`src/rtl/acc_datapath_gen_pkg.sv`:
```
// Shared types and default sizes for the accumulator datapath and its
// instruction fetch unit.
package acc_datapath_gen_pkg;

  localparam int WIDTH_DEF       = 8;
  localparam int INSTR_BYTES_DEF = 4;
  localparam int STACK_DEPTH_DEF = 8;

  typedef enum logic [2:0] {
    OP_NOP  = 3'd0,
    OP_LDAB = 3'd1,
    OP_LDBB = 3'd2,
    OP_ADD  = 3'd3,
    OP_SUB  = 3'd4,
    OP_PUSH = 3'd5,
    OP_POP  = 3'd6,
    OP_SHL  = 3'd7
  } exec_op_e;

  typedef enum logic [1:0] {
    IDLE  = 2'd0,
    FETCH = 2'd1,
    DONE  = 2'd2
  } fetch_state_e;

endpackage

```
`src/rtl/acc_datapath_gen_lifo_stack.sv`:
```
// LIFO stack for the accumulator: refuses overflow/underflow and flags them
// on a sticky error bit; full/empty are registered.
module lifo_stack #(
  parameter int WIDTH       = 8,
  parameter int STACK_DEPTH = 8
) (
  input  logic             clk,
  input  logic             reset,
  input  logic             push,
  input  logic             pop,
  input  logic             err_clr,
  input  logic [WIDTH-1:0] push_data,
  output logic [WIDTH-1:0] pop_data,
  output logic             full,
  output logic             empty,
  output logic             err
);

  localparam int CW = $clog2(STACK_DEPTH) + 1;

  logic [WIDTH-1:0] mem [STACK_DEPTH];
  logic [CW-1:0]    count;
  logic [CW-1:0]    count_next;
  logic [CW-2:0]    top_idx;
  logic             do_push;
  logic             do_pop;
  logic             bad;

  assign top_idx  = count[CW-2:0] - 1'b1;
  assign pop_data = mem[top_idx];

  always_comb begin
    do_push    = push && !full;
    do_pop     = pop && !push && !empty;
    bad        = (push && full) || (pop && !push && empty);
    count_next = count;
    if (do_push) begin
      count_next = count + 1'b1;
    end else if (do_pop) begin
      count_next = count - 1'b1;
    end
  end

  // A new error in the same cycle as err_clr keeps the flag set.
  always_ff @(posedge clk or negedge reset) begin
    if (!reset) begin
      count <= '0;
      full  <= 1'b0;
      empty <= 1'b1;
      err   <= 1'b0;
    end else begin
      count <= count_next;
      full  <= (count_next == CW'(STACK_DEPTH));
      empty <= (count_next == '0);
      if (bad) begin
        err <= 1'b1;
      end else if (err_clr) begin
        err <= 1'b0;
      end
    end
  end

  always_ff @(posedge clk) begin
    if (do_push) begin
      mem[count[CW-2:0]] <= push_data;
    end
  end

endmodule

```
`src/rtl/acc_datapath_gen.sv`:
```
// Accumulator datapath: byte-serial instruction fetch FSM, ab/bb registers
// with ALU ops, status flags and an operand stack.
module acc_datapath_gen
  import acc_datapath_gen_pkg::*;
#(
  parameter int WIDTH       = WIDTH_DEF,
  parameter int INSTR_BYTES = INSTR_BYTES_DEF,
  parameter int STACK_DEPTH = STACK_DEPTH_DEF
) (
  input  logic                     clk,
  input  logic                     reset,
  input  logic                     fetch_start,
  input  logic                     pc_load,
  input  logic [WIDTH-1:0]         pc_target,
  output logic                     mem_req,
  output logic [WIDTH-1:0]         mem_adr,
  input  logic                     mem_ack,
  input  logic [7:0]               mem_rdata,
  output logic [8*INSTR_BYTES-1:0] instr,
  output logic                     instr_valid,
  output logic                     busy,
  input  logic                     exec_valid,
  input  logic [2:0]               exec_op,
  input  logic                     err_clr,
  output logic [WIDTH-1:0]         ab,
  output logic [WIDTH-1:0]         bb,
  output logic                     zero,
  output logic                     carry,
  output logic                     stack_full,
  output logic                     stack_empty,
  output logic                     stack_err
);

  localparam int CW = $clog2(INSTR_BYTES);

  fetch_state_e     state;
  fetch_state_e     state_next;
  logic [WIDTH-1:0] pc;
  logic [CW-1:0]    cnt;
  logic             last_byte;
  logic             exec_fire;
  exec_op_e         op;
  logic [WIDTH:0]   sum;
  logic [WIDTH-1:0] pop_data;
  logic [WIDTH-1:0] ab_next;
  logic [WIDTH-1:0] bb_next;
  logic             carry_next;
  logic             ab_write;

  assign last_byte   = (cnt == CW'(INSTR_BYTES - 1));
  assign exec_fire   = (state == IDLE) && exec_valid;
  assign op          = exec_op_e'(exec_op);
  assign mem_req     = (state == FETCH);
  assign mem_adr     = pc;
  assign instr_valid = (state == DONE);
  assign busy        = (state != IDLE);
  assign sum         = {1'b0, ab} + {1'b0, bb};

  always_ff @(posedge clk or negedge reset) begin
    if (!reset) begin
      state <= IDLE;
    end else begin
      state <= state_next;
    end
  end

  always_comb begin
    state_next = state;
    case (state)
      IDLE:    if (fetch_start) state_next = FETCH;
      FETCH:   if (mem_ack && last_byte) state_next = DONE;
      DONE:    state_next = IDLE;
      default: state_next = IDLE;
    endcase
  end

  // pc_load lands on the same edge that leaves IDLE, so a simultaneous
  // fetch_start reads from pc_target.
  always_ff @(posedge clk or negedge reset) begin
    if (!reset) begin
      pc    <= '0;
      cnt   <= '0;
      instr <= '0;
    end else if (state == IDLE) begin
      if (pc_load) pc <= pc_target;
      if (fetch_start) cnt <= '0;
    end else if (state == FETCH && mem_ack) begin
      instr[cnt*8 +: 8] <= mem_rdata;
      pc                <= pc + 1'b1;
      cnt               <= cnt + 1'b1;
    end
  end

  always_comb begin
    ab_next    = ab;
    bb_next    = bb;
    carry_next = carry;
    ab_write   = 1'b0;
    if (exec_fire) begin
      case (op)
        OP_LDAB: begin
          ab_next  = WIDTH'(instr[15:8]);
          ab_write = 1'b1;
        end
        OP_LDBB: bb_next = WIDTH'(instr[15:8]);
        OP_ADD: begin
          ab_next    = sum[WIDTH-1:0];
          carry_next = sum[WIDTH];
          ab_write   = 1'b1;
        end
        OP_SUB: begin
          ab_next    = ab - bb;
          carry_next = (ab < bb);
          ab_write   = 1'b1;
        end
        OP_POP: begin
          if (!stack_empty) begin
            ab_next  = pop_data;
            ab_write = 1'b1;
          end
        end
        OP_SHL: begin
          ab_next    = {ab[WIDTH-2:0], 1'b0};
          carry_next = ab[WIDTH-1];
          ab_write   = 1'b1;
        end
        default: ;
      endcase
    end
  end

  always_ff @(posedge clk or negedge reset) begin
    if (!reset) begin
      ab    <= '0;
      bb    <= '0;
      zero  <= 1'b1;
      carry <= 1'b0;
    end else begin
      ab    <= ab_next;
      bb    <= bb_next;
      carry <= carry_next;
      if (ab_write) zero <= (ab_next == '0);
    end
  end

  lifo_stack #(
    .WIDTH       (WIDTH),
    .STACK_DEPTH (STACK_DEPTH)
  ) u_stack (
    .clk       (clk),
    .reset     (reset),
    .push      (exec_fire && op == OP_PUSH),
    .pop       (exec_fire && op == OP_POP),
    .err_clr   (err_clr),
    .push_data (ab),
    .pop_data  (pop_data),
    .full      (stack_full),
    .empty     (stack_empty),
    .err       (stack_err)
  );

endmodule

```
`config.mk`:
```
export PLATFORM = sky130hd
export DESIGN_NAME = acc_datapath_gen
export DESIGN_NICKNAME = d
export VERILOG_FILES = /design/src/rtl/acc_datapath_gen_pkg.sv /design/src/rtl/acc_datapath_gen_lifo_stack.sv /design/src/rtl/acc_datapath_gen.sv
export SDC_FILE = /design/constraint.sdc
export NUM_CORES = 1
export LEC_CHECK = 0
export ABC_CLOCK_PERIOD_IN_PS = 3060
export CORE_MARGIN = 8
export CORE_UTILIZATION = 50
export CTS_CLUSTER_SIZE = 10
export DETAILED_ROUTE_END_ITERATION = 8
export GPL_ROUTABILITY_DRIVEN = 0
export HOLD_SLACK_MARGIN = 0.05
export PLACE_DENSITY = 0.73
export SYNTH_ARGS = -nofsm -noshare
export SYNTH_HDL_FRONTEND = slang
export SYNTH_HIERARCHICAL = 1
export SYNTH_SLANG_ARGS = --single-unit
```
`constraint.sdc`:
```
create_clock -name clk -period 3.06 [get_ports clk]
set_input_delay 0.459 -clock clk [delete_from_list [all_inputs] [get_ports clk]]
set_output_delay 0.459 -clock clk [all_outputs]
set_load 0.005 [all_outputs]
```
==> results of run 1 <==
[power breakdown]
| group | switching [mW] | internal (mW) |
|---|---|---|
| registers | 0.446 | 2.36 |
| logic | 1.78 | 1.87 |
| clock network | 0.797 | 1.12 |
[sequential cells by signal (all words and copies together), names as in the netlist, 2 cells and up]
signal	flops
mem_adr	8
u_stack/mem	64
u_stack/count	4
bb	8
instr	32
state	2
cnt	2
ab	8
[cells by family after synthesis]
logic type	after synthesis	share of synthesized area
xor gates and xnor gates	8	0.0123
and+or+nand+nor	183	0.134
adders and majority gates	27	0.0512
DFF	133	0.529
muxes	42	0.0949
buffers and inverters	56	0.0439
AOI/OAI and AO/OA	135	0.134
[how the worst max path moves through the flow]
stage	from	end	depth (start not counted)
global route	ab[0]	zero	9
CTS	u_stack/count[0]	zero	9
floorplan	u_stack/count[0]	zero	15
finish	ab[0]	zero	9
detailed placement	u_stack/count[0]	zero	9
global placement	u_stack/count[0]	zero	9
[worst register-to-register path, stage by stage (launching register included)]
cell	delay, ps
dfrtp_1	440
ha_1	260
fa_1	430
nor3b_1	190
nor3_1	400
xor2_1	120
mux2i_1	210
a21oi_1	100
o32a_2	410
o41ai_2	320
[layout by cell type (no fill, tap or decap), types with 8 or more instances in the layout]
| master | n |
|---|---|
| edfxtp_1 | 64 |
| a21oi_1 | 23 |
| o31ai_1 | 12 |
| nand2_1 | 74 |
| o21ai_0 | 38 |
| nor2_1 | 28 |
| nor3_1 | 12 |
| nand2b_1 | 16 |
| mux4_2 | 15 |
| clkbuf_16 | 17 |
| o22ai_1 | 8 |
| buf_4 | 36 |
| nand3_1 | 13 |
| clkdlybuf4s50_1 | 88 |
| mux2_2 | 16 |
| dfrtp_1 | 66 |
| ha_1 | 24 |
| inv_1 | 28 |
[final cells by class]
type | count | area (sq um)
fillers | 1090 | 4920
clock buffers | 18 | 429
flip-flops and latches | 133 | 3650
repair buffers | 129 | 1230
multi-input cells | 395 | 2970
inverters | 29 | 111
clock inverters | 14 | 124
well taps | 180 | 225
[routing by layer]
layer  part of all wire  up-vias  routed length, um  track usage
met5                  0        -                  0            0
met4              0.022        0                391       0.0923
met3              0.088       34               1580       0.0689
met2               0.49      223               8750        0.335
met1               0.40     2529               7190        0.245
li1                   -     2409                  -            -
[timing repair]
item | 4_1_cts | 5_1_grt
gates cloned | 0 | 0
gates resized for setup | 2 | 4
endpoints found under the setup margin | 1 | 1
pin swaps | 0 | 2
setup buffers | 0 | 2
[stage by stage]
| step | setup WS (ps) | setup TNS, ps | util |
|---|---|---|---|
| after detailed placement | -30.0 | -30.0 | 0.597 |
| after floorplan | -94.5 | -94.5 | - |
| after global placement | 30.8 | 0 | 0.597 |
| after CTS | 52.2 | 0 | 0.637 |
| after global routing | 19.4 | 0 | 0.640 |
| final | 94.5 | 0 | 0.640 |
==> impl_metrics.tcl, run 1 <==
set metrics [dict create \
    status "complete, no violations" \
    grt_overflow 0 \
    finalWirelength_um 17900 \
    drc_errors 0 \
    maxCapViolations 0 \
    max_stage_delay_ps 440 \
    cp_top_family "compound AO/OA/AOI/OAI gates" \
    area_growth_syn_to_layout_pct 26.8 \
    required_ps 3380 \
    ys_dominant_reg_cell "dfrtp_1" \
    grt_pass1_vias 5371 \
    synth_top_cell_by_area "edfxtp_1" \
    htree_levels 4 \
    yosysWarningCount 6 \
    worst_pin_slew_ps 784 \
    crit_path_end_kind "register" \
    ir_drop_v 0.000475 \
    cts_inserted_buffers 17 \
    power_mw 8.37 \
    netlist.area_leader.share 0.279 \
    hold_viol 0 \
    cts.sinks 133 \
    postSynth.asyncResetShare 0.519 \
    p_per_area_nw_per_um2 958 \
    grt_pass1_wl_um 28600 \
    io_pins 90 \
    cp.arrival_ps 3290 \
    clock_latency_ps 420 \
    yosysMostFrequentCell "nand2_1" \
    holdCritPathClass "in2async" \
    p_leak_nw 3.42 \
    die_h_um 133 \
    start_util 0.505 \
    rsz0062_at_grt "no" \
    synth-edff-count 64 \
    drt_iter0_drc 275 \
    clkTransAtPathRegs_ps 60 \
    core-area_sq_um 13700 \
    rows 43 \
    crit_chain "ha_1 > fa_1 > nor3b_1 > nor3_1 > xor2_1 > mux2i_1 > a21oi_1 > o32a_2 > o41ai_2" \
    clock_skew_ps 10.2 \
    critical_path_class "reg2reg" \
    relSlewSlack 0.476 \
    crit_buf_inv 0 \
    ys_types 76 \
    reg2reg_depth 9 \
    fmax_ghz 0.337 \
    setup_viol 0 \
    ys_seq_area_frac 0.529 \
    dr.pass1.iters 5 \
    grt_max_degree 70 \
    hpwl_um 13000 \
    syn_area_sq_um 6900 \
    viasPerCell 5.79 \
    cp_max_fo 3 \
    port_buffers 89 \
    place_area_sq_um 8150 \
    startpoint_type "register" \
    dp_cells 864 \
    rrSetupSlack_ps 90 \
    synthTopCellsByArea "edfxtp_1 (28%), dfrtp_1 (24%), mux4_2 (4.9%)" \
    antenna_left 0 \
    clockBufferDepth 2 \
    die_x_um 133 \
    drive_above_1_share 0.187 \
    routedWlPerCell_um 19.9 \
    vias 5195 \
    cts_tree "done" \
    ys_ff_latch 133 \
    final_cells 898 \
    syn_nets 637 \
    syn_inst 584 \
    insertedDiodeCount 0 \
    final.min_clock_period_ps 2970 \
    num-nets-final 758 \
    syn_area_per_cell_sq_um 11.8 \
    track_usage 0.207 \
    die-area_sq_um 17800 \
    antenna_found_initial 0 \
    timing.rr.end "zero" \
    period_share 0.969 \
    maxSlewViolCount 0 \
    synthTopCellsByCount "nand2_1 (74), dfrtp_1 (67), edfxtp_1 (64)" \
    final_area_sq_um 8740 \
    cts_hold_buffers 0 \
    root_buffer "clkbuf_16" \
    worstReg2RegStart "ab[0]" \
    whs_ps 42.8 \
    critPathSlowestCell "dfrtp_1" \
]
No activity file was read; power rests on OpenSTA's default activity.
==> inputs of run 2 (changes only) <==
--- a/config.mk
+++ b/config.mk
@@ -13,6 +13,7 @@
 export GPL_ROUTABILITY_DRIVEN = 0
 export HOLD_SLACK_MARGIN = 0.05
 export PLACE_DENSITY = 0.73
+export SLEW_MARGIN = 20
 export SYNTH_ARGS = -nofsm -noshare
 export SYNTH_HDL_FRONTEND = slang
 export SYNTH_HIERARCHICAL = 1
==> results of run 2 <==
Same layout as run 1: the final DEF is identical, and so are final timing and power.
